$ cat config.mk
export PLATFORM = sky130hd
export DESIGN_NAME = clk_div_en_multi
export DESIGN_NICKNAME = d
export VERILOG_FILES = /design/src/rtl/clk_div_en_multi.sv
export SDC_FILE = /design/constraint.sdc
export NUM_CORES = 2
export LEC_CHECK = 0
export CORE_AREA = 2 2 192 231
export CTS_BUF_LIST = sky130_fd_sc_hd__clkbuf_4 sky130_fd_sc_hd__clkbuf_8
export DETAILED_ROUTE_END_ITERATION = 7
export DIE_AREA = 0 0 194 233
export PLACE_DENSITY = 0.83
export SYNTH_ARGS = -nofsm -noshare
export SYNTH_HDL_FRONTEND = slang
export SYNTH_SLANG_ARGS = --single-unit
$ cat constraint.sdc
create_clock -name clk_in -period 4.95 [get_ports clk_in]
set_input_delay 0.99 -clock clk_in [delete_from_list [all_inputs] [get_ports clk_in]]
set_output_delay 0.99 -clock clk_in [all_outputs]
set_load 0.01 [all_outputs]
$ cat src/rtl/clk_div_en_multi.sv
// Multi-channel programmable clock-enable generator: each channel emits single-cycle
// enable pulses with its own divide ratio, phase offset and periodic/one-shot mode.
module clk_div_en_multi #(
    parameter int CH          = 4,
    parameter int DIV_W       = 16,
    parameter int DEFAULT_DIV = 16,
    localparam int CHW        = (CH > 1) ? $clog2(CH) : 1
) (
    input  logic             clk_in,
    input  logic             rst_n,
    input  logic             cfg_wr,
    input  logic [CHW-1:0]   cfg_ch,
    input  logic [DIV_W-1:0] cfg_div,
    input  logic [DIV_W-1:0] cfg_phase,
    input  logic             cfg_oneshot,
    input  logic [CH-1:0]    run,
    input  logic             sync_start,
    output logic [CH-1:0]    en,
    output logic [CH-1:0]    busy,
    output logic [CH-1:0]    done
);

    typedef enum logic [1:0] {S_IDLE, S_RUN, S_DONE} state_t;

    localparam logic [DIV_W-1:0] ONE = DIV_W'(1);

    function automatic logic [DIV_W-1:0] eff_div(input logic [DIV_W-1:0] d);
        return (d == '0) ? ONE : d;
    endfunction

    // Phase is clipped so the first pulse never lands later than one full period.
    function automatic logic [DIV_W-1:0] eff_ph(input logic [DIV_W-1:0] d,
                                               input logic [DIV_W-1:0] p);
        logic [DIV_W-1:0] dm1;
        dm1 = eff_div(d) - ONE;
        return (p > dm1) ? dm1 : p;
    endfunction

    for (genvar gi = 0; gi < CH; gi++) begin : g_ch
        state_t           state_reg, state_next;
        logic [DIV_W-1:0] cnt_reg, cnt_next;
        logic [DIV_W-1:0] act_div_reg, act_div_next, act_ph_reg, act_ph_next;
        logic             act_os_reg, act_os_next;
        logic [DIV_W-1:0] sh_div_reg, sh_div_next, sh_ph_reg, sh_ph_next;
        logic             sh_os_reg, sh_os_next;
        logic             pend_reg, pend_next;
        logic             en_reg, en_next;
        logic [DIV_W-1:0] ld_div, ld_ph;
        logic             ld_os;
        logic             wr_hit;
        logic             busy_c, done_c;

        assign wr_hit = cfg_wr && (cfg_ch == CHW'(gi));

        // Config that becomes active at a period boundary (shadow if a write is pending).
        assign ld_div = pend_reg ? sh_div_reg : act_div_reg;
        assign ld_ph  = pend_reg ? sh_ph_reg  : act_ph_reg;
        assign ld_os  = pend_reg ? sh_os_reg  : act_os_reg;

        always_ff @(posedge clk_in) begin
            if (!rst_n) begin
                state_reg   <= S_IDLE;
                cnt_reg     <= '0;
                act_div_reg <= DIV_W'(DEFAULT_DIV);
                act_ph_reg  <= '0;
                act_os_reg  <= 1'b0;
                sh_div_reg  <= DIV_W'(DEFAULT_DIV);
                sh_ph_reg   <= '0;
                sh_os_reg   <= 1'b0;
                pend_reg    <= 1'b0;
                en_reg      <= 1'b0;
            end else begin
                state_reg   <= state_next;
                cnt_reg     <= cnt_next;
                act_div_reg <= act_div_next;
                act_ph_reg  <= act_ph_next;
                act_os_reg  <= act_os_next;
                sh_div_reg  <= sh_div_next;
                sh_ph_reg   <= sh_ph_next;
                sh_os_reg   <= sh_os_next;
                pend_reg    <= pend_next;
                en_reg      <= en_next;
            end
        end

        always_comb begin
            state_next   = state_reg;
            cnt_next     = cnt_reg;
            act_div_next = act_div_reg;
            act_ph_next  = act_ph_reg;
            act_os_next  = act_os_reg;
            sh_div_next  = sh_div_reg;
            sh_ph_next   = sh_ph_reg;
            sh_os_next   = sh_os_reg;
            pend_next    = pend_reg;
            en_next      = 1'b0;

            if (wr_hit) begin
                sh_div_next = cfg_div;
                sh_ph_next  = cfg_phase;
                sh_os_next  = cfg_oneshot;
                if (state_reg == S_RUN) begin
                    pend_next = 1'b1;
                end else begin
                    act_div_next = cfg_div;
                    act_ph_next  = cfg_phase;
                    act_os_next  = cfg_oneshot;
                end
            end

            if (!run[gi]) begin
                state_next = S_IDLE;
            end else begin
                case (state_reg)
                    S_IDLE: begin
                        state_next = S_RUN;
                        cnt_next   = wr_hit ? eff_ph(cfg_div, cfg_phase)
                                            : eff_ph(act_div_reg, act_ph_reg);
                    end
                    S_RUN: begin
                        if (sync_start || cnt_reg == '0) begin
                            act_div_next = ld_div;
                            act_ph_next  = ld_ph;
                            act_os_next  = ld_os;
                            if (!wr_hit) pend_next = 1'b0;
                            if (sync_start) begin
                                cnt_next = eff_ph(ld_div, ld_ph);
                            end else begin
                                en_next = 1'b1;
                                if (ld_os) state_next = S_DONE;
                                else       cnt_next = eff_div(ld_div) - ONE;
                            end
                        end else begin
                            cnt_next = cnt_reg - ONE;
                        end
                    end
                    default: ;
                endcase
            end
        end

        always_comb begin
            busy_c = (state_reg == S_RUN);
            done_c = (state_reg == S_DONE);
        end

        assign en[gi]   = en_reg;
        assign busy[gi] = busy_c;
        assign done[gi] = done_c;
    end

endmodule

Word-level counts from Yosys, hierarchy flattened. Index checks and enable logic that the tools add are counted.

Add/sub/neg operators: 13. Magnitude comparators: 9. Reductions and logical operators: 46. Eq/ne operators: 27. Mux-type cells: 151.

Operators with widths (number): two-way mux 16 bit (82); zero test 16 bit (13); subtractor 16 x 1 -> 16 bit, second input constant (13); greater-than comparator 16 bit (9); one-hot mux 16 bit (2 select lines) (4); two-way mux 1 bit (49); AND reduction 4 bit (8); two-way mux 2 bit (12); inequality test 2 bit, second input constant (8); inequality test 4 bit, second input constant (4); one-hot mux 2 bit (2 select lines) (4); equality test 2 bit, second input constant (6); AND reduction 3 bit (4); equality test 2 x 1 -> 1 bit, second input constant (5); zero test 2 bit (5); inequality test 2 x 1 -> 1 bit, second input constant (4); AND reduction 2 bit (4); nonzero test 2 bit (4); logical AND 1 bit (4); logical OR 1 bit (4).

Bits in registers: 344. Output and inout port bits: 12.

Depth between registers and ports, before layout.
Word-level depth: 9. Gate-level depth with buffers: 22. Depth with buffers taken out: 20.

Worst setup path after synthesis. No wires, ideal clock.

Path type: register to register. From: reg g_ch[3].sh_div_reg[0]. To: reg g_ch[3].cnt_reg[5]. Setup time: 115 ps. Stages on the path, launching flop included: 21. Required time: 4835 ps. Clock period less this slack: 5219 ps. Path buffers: 1. Slack: -269 ps. Arrival: 5105 ps. Path through: dfxtp_1 -> or4_1 -> or4_4 -> a21o_1 -> nor3_2 -> a211oi_1 -> ha_1 -> nor4b_1 -> o22ai_1 -> nor3_1 -> xor2_1 -> o21ai_0 -> ha_1 -> nand4_1 -> or2_2 -> a311o_1 -> a21oi_1 -> clkbuf_1 -> a31oi_1 -> a22o_1 -> o21a_1.

Longest elaborated chain between the ends: 9.

Ends and longest elaborated chain: start: declaration (line 44) `logic [DIV_W-1:0] sh_div_reg, sh_div_next, sh_ph_reg, sh_ph_next;`; start signal: assignment (line 67) `sh_div_reg <= DIV_W'(DEFAULT_DIV);`; start signal: assignment (line 78) `sh_div_reg <= sh_div_next;`; two-way mux 16 bit * (line 56) `assign ld_div = pend_reg ? sh_div_reg : act_div_reg;`; zero test 16 bit (line 28) `return (d == '0) ? ONE : d;`; two-way mux 16 bit * (line 28); subtractor 16 x 1 -> 16 bit * (line 35, 131); greater-than comparator 16 bit (line 36) `return (p > dm1) ? dm1 : p;`; two-way mux 16 bit (line 36); two-way mux 16 bit * (line 126) `if (sync_start) begin`; two-way mux 16 bit * (line 121) `if (sync_start || cnt_reg == '0) begin`; one-hot mux 16 bit (2 select lines) * (line 114) `case (state_reg)`; end signal: assignment (line 74) `cnt_reg <= cnt_next;`; end: declaration (line 41) `logic [DIV_W-1:0] cnt_reg, cnt_next;`.

Mark *: on every way between the ends. The rest lies on a longest branch, timed or not. The select of a mux whose other input is x is not followed. A chain may end at the register's enable or synchronous reset.

Final worst setup path.
From: reg g_ch[3].pend_reg. To: reg g_ch[3].cnt_reg[12].

Longest elaborated chain between the ends: 9.

Ends and longest elaborated chain: start: declaration (line 46) `logic pend_reg, pend_next;`; start signal: assignment (line 81) `pend_reg <= pend_next;`; two-way mux 16 bit (line 56); zero test 16 bit (line 28); two-way mux 16 bit (line 28); subtractor 16 x 1 -> 16 bit (line 35, 131); greater-than comparator 16 bit (line 36); two-way mux 16 bit (line 36); two-way mux 16 bit (line 126); two-way mux 16 bit (line 121); one-hot mux 16 bit (2 select lines) (line 114).

Parallel ways exist; a longest one is shown, timed or not. The select of a mux whose other input is x is not followed.

==> flow_metrics.py <==
metrics = {
    "clock_network": {
        "cts_buffers": 59,
        "cts_buffer_depth": 3,
        "root_buffer": "clkbuf_8",
        "cts_tree": "yes",
        "htreeDepth": 2,
        "clk_pin_slew_ns": 0.06,
        "clk_latency_ns": 0.71,
        "clock_sinks": 344,
    },
    "timing": {
        "tightestPinTransition_ns": 1.12,
        "holdWs_ns": 0.456,
        "fmax_mhz": 190,
        "skew_ns": 0.0232,
        "max_slew_margin_pct": 25.2,
        "fin_ws_ns": -0.312,
        "slew_viol_final": 0,
        "finalSetupViolCount": 16,
        "period_needed_ns": 5.26,
        "hold_violations": 0,
        "rsz0062_at_grt": "true",
        "fin_crit_sh_pct": 106,
    },
    "placement": {
        "gp_congestion": 1.05,
        "pre_cts_ws_ns": -0.675,
        "hpwlAfterDp_mm": 74.5,
        "portBuffers": 54,
        "place_area_sq_mm": 0.0281,
    },
    "yosys": {
        "ys_ff_latch": 344,
        "ys.flop_type": "dfxtp_1",
        "synth.distinct_cells": 88,
        "mappedNetlistArea_sq_mm": 0.0251,
        "yosys.area.top_type": "dfxtp_1",
        "synthAdderAreaFrac_pct": 7.83,
        "synth_xor_xnor_area_share_pct": 4.92,
        "ys.warnings.count": 0,
        "synth_mux_area_share_pct": 6.27,
        "avgSynthCellArea_sq_um": 7.38,
        "synth_fp_nets": 3599,
        "yosys.area.top_type_share_pct": 27.4,
        "ys_seq_area_share_pct": 27.4,
        "yosys-top-cells-area": "dfxtp_1 (27%), nand2_1 (8.7%), ha_1 (7.8%)",
        "async_flop_share_pct": 0,
        "synth_top_family_by_area": "simple AND/OR/NAND/NOR gates",
        "synth_compound_area_share_pct": 23.2,
        "synth-simple-area-share_pct": 24.4,
        "netlist_instances": 3399,
        "post-synth-top-count-cell": "nand2_1",
        "synth_common_cells": "nand2_1 (580), dfxtp_1 (344), nor2_1 (331)",
        "synth_edf_count": 0,
    },
    "power_and_ir_drop": {
        "power_mw": 9.30,
        "vdd_drop_max_mv": 0.274,
        "leakage_nw": 12.1,
        "p_per_area_mw_per_mm2": 306,
    },
    "critical_path": {
        "critical_path_class": "flop to flop",
        "startpoint_type": "flop",
        "worstReg2RegEnd": "g_ch[3].cnt_reg[12]",
        "crit_arrival_ns": 5.90,
        "required_ns": 5.58,
        "end_kind": "flop",
        "ff2ff_setup_slack_ns": -0.31,
        "reg2reg_depth": 24,
        "critPathMaxFanout": 7,
        "r2r-start": "g_ch[3].pend_reg",
    },
    "final_layout": {
        "final_area_sq_mm": 0.0304,
        "fillers": 3493,
        "area_growth_pct": 21.3,
        "fin_util_pct": 71.1,
        "fin_nets": 3859,
        "regArea_sq_mm": 0.00690,
        "drive_above_1_share_pct": 19.8,
        "multiInputGateArea_sq_mm": 0.0175,
    },
    "detailed_routing": {
        "dr.pass1.iters": 6,
        "ant_nets": 0,
        "initialDrtViolationCount": 2968,
        "via_per_inst": 6.70,
        "wire_per_inst_um": 24.7,
        "drc_errors": 0,
        "vias": 28500,
        "postRouteWirelength_mm": 105,
    },
    "status": {
        "violations": "negative setup slack",
        "outcome": "finished, violations left",
    },
    "worst_hold_path": {
        "holdPathStages": 2,
        "hp-start": "g_ch[0].sh_ph_reg[5]",
        "min_to": "g_ch[0].sh_ph_reg[5]",
        "min_path_type": "flop to flop",
    },
    "die": {
        "dieArea_sq_mm": 0.0452,
        "fp.dieH_um": 233,
        "die_w_um": 194,
        "start_util_pct": 58.6,
        "core-area_sq_mm": 0.0428,
        "row_count": 83,
        "ios": 55,
    },
    "global_route": {
        "grt-ovfl-total": 0,
        "grtUsageTotal_pct": 44.5,
        "grt_pass1_wl_mm": 156,
        "grt_pass1_vias": 26900,
        "grt_max_degree": 101,
        "antenna_found_initial": 4,
    },
    "flow_run": {
        "max-cap-violations": 0,
    },
}
[worst max path at each step]
stage,cells past startpoint,startpoint,end
floorplan,21,g_ch[3].pend_reg,g_ch[3].cnt_reg[5]
global placement,23,cfg_div[2],g_ch[2].cnt_reg[14]
detailed placement,22,cfg_div[2],g_ch[1].cnt_reg[13]
CTS,22,g_ch[3].sh_div_reg[3],g_ch[3].cnt_reg[12]
global route,24,g_ch[3].pend_reg,g_ch[3].cnt_reg[2]
finish,24,g_ch[3].pend_reg,g_ch[3].cnt_reg[12]
[through the flow]
| step | TNS, ns | cells |
|---|---|---|
| 2_1_floorplan | -0.00682 | 3399 |
| 3_3_place_gp | -31.53 | 4122 |
| 3_5_place_dp | -32.92 | 4122 |
| 4_1_cts | -0.728 | 4246 |
| 5_1_grt | -6.23 | 4258 |
| 6_report | -3.50 | 4259 |
[power breakdown]
part	switching, mW	internal [mW]
Clock	1.29	1.68
Combinational	1.91	1.33
Sequential	0.172	2.93
Total	3.37	5.93
[placed cells by master (no fill, tap or decap), types with 20 or more instances in the layout]
cell / instances
a311oi_1: 29
o31ai_1: 23
mux2i_1: 87
xnor2_1: 77
a211oi_1: 50
nand4_1: 30
a21o_1: 20
mux2_2: 52
nand3_1: 45
inv_1: 110
o21ai_0: 186
a21oi_1: 257
dfxtp_1: 338
nor2_1: 319
nand2_1: 580
or3_1: 22
o211ai_1: 68
nor3_1: 85
clkbuf_8: 73
clkdlybuf4s50_1: 52
ha_1: 154
o221ai_1: 56
xor2_1: 57
a31oi_1: 22
and3_1: 46
nor4_1: 36
buf_4: 381
[area by class of cell]
| cell class | instances | area share, % |
|---|---|---|
| multi-input cells | 2688 | 57.4 |
| clock buffers | 92 | 3.77 |
| inverters | 117 | 1.47 |
| diodes | 2 | 0.0164 |
| flip-flops and latches | 344 | 22.7 |
| clock inverters | 15 | 0.596 |
| well taps | 552 | 2.27 |
| repair buffers | 449 | 11.8 |
[cells by family after synthesis]
group                      count (synthesis)
adders and majority gates                157
xor gates and xnor gates                 141
buffers and inverters                    367
muxes                                    150
and+or+nand+nor                         1336
AOI/OAI and AO/OA                        904
DFF                                      344
[layer usage]
layer	share of wire, %	GRT usage [%]
met1	36	52.7
met2	43	70.5
met3	12	10.6
met4	8.5	32.4
met5	0.15	1.53
[timing repair]
action	4_1_cts	5_1_grt
pin swaps	31	50
buffers inserted	16	15
gates resized for setup	50	118
endpoints found under the setup margin	51	64
cloned	1	0
hold buffers	0	0
[worst max-delay path, cell delays in order (launching register included)]
cell        delay (ns)
dfxtp_4           0.40
buf_6             0.15
buf_4             0.12
clkinvlp_4        0.11
nand3_2           0.10
a21o_1            0.19
nor3_4            0.06
a211oi_2          0.26
ha_2              0.29
nor4b_4           0.44
o22ai_2           0.18
buf_12            0.17
or4_1             0.39
nand3_1           0.09
o21ai_1           0.13
ha_1              0.31
nand4_1           0.09
or2_4             0.27
a311o_1           0.32
a21oi_4           0.23
buf_6             0.18
nor2_2            0.04
a21o_1            0.14
a2111o_1          0.41
o211ai_1          0.09
Note: power is estimated with default switching activity, not from simulation.
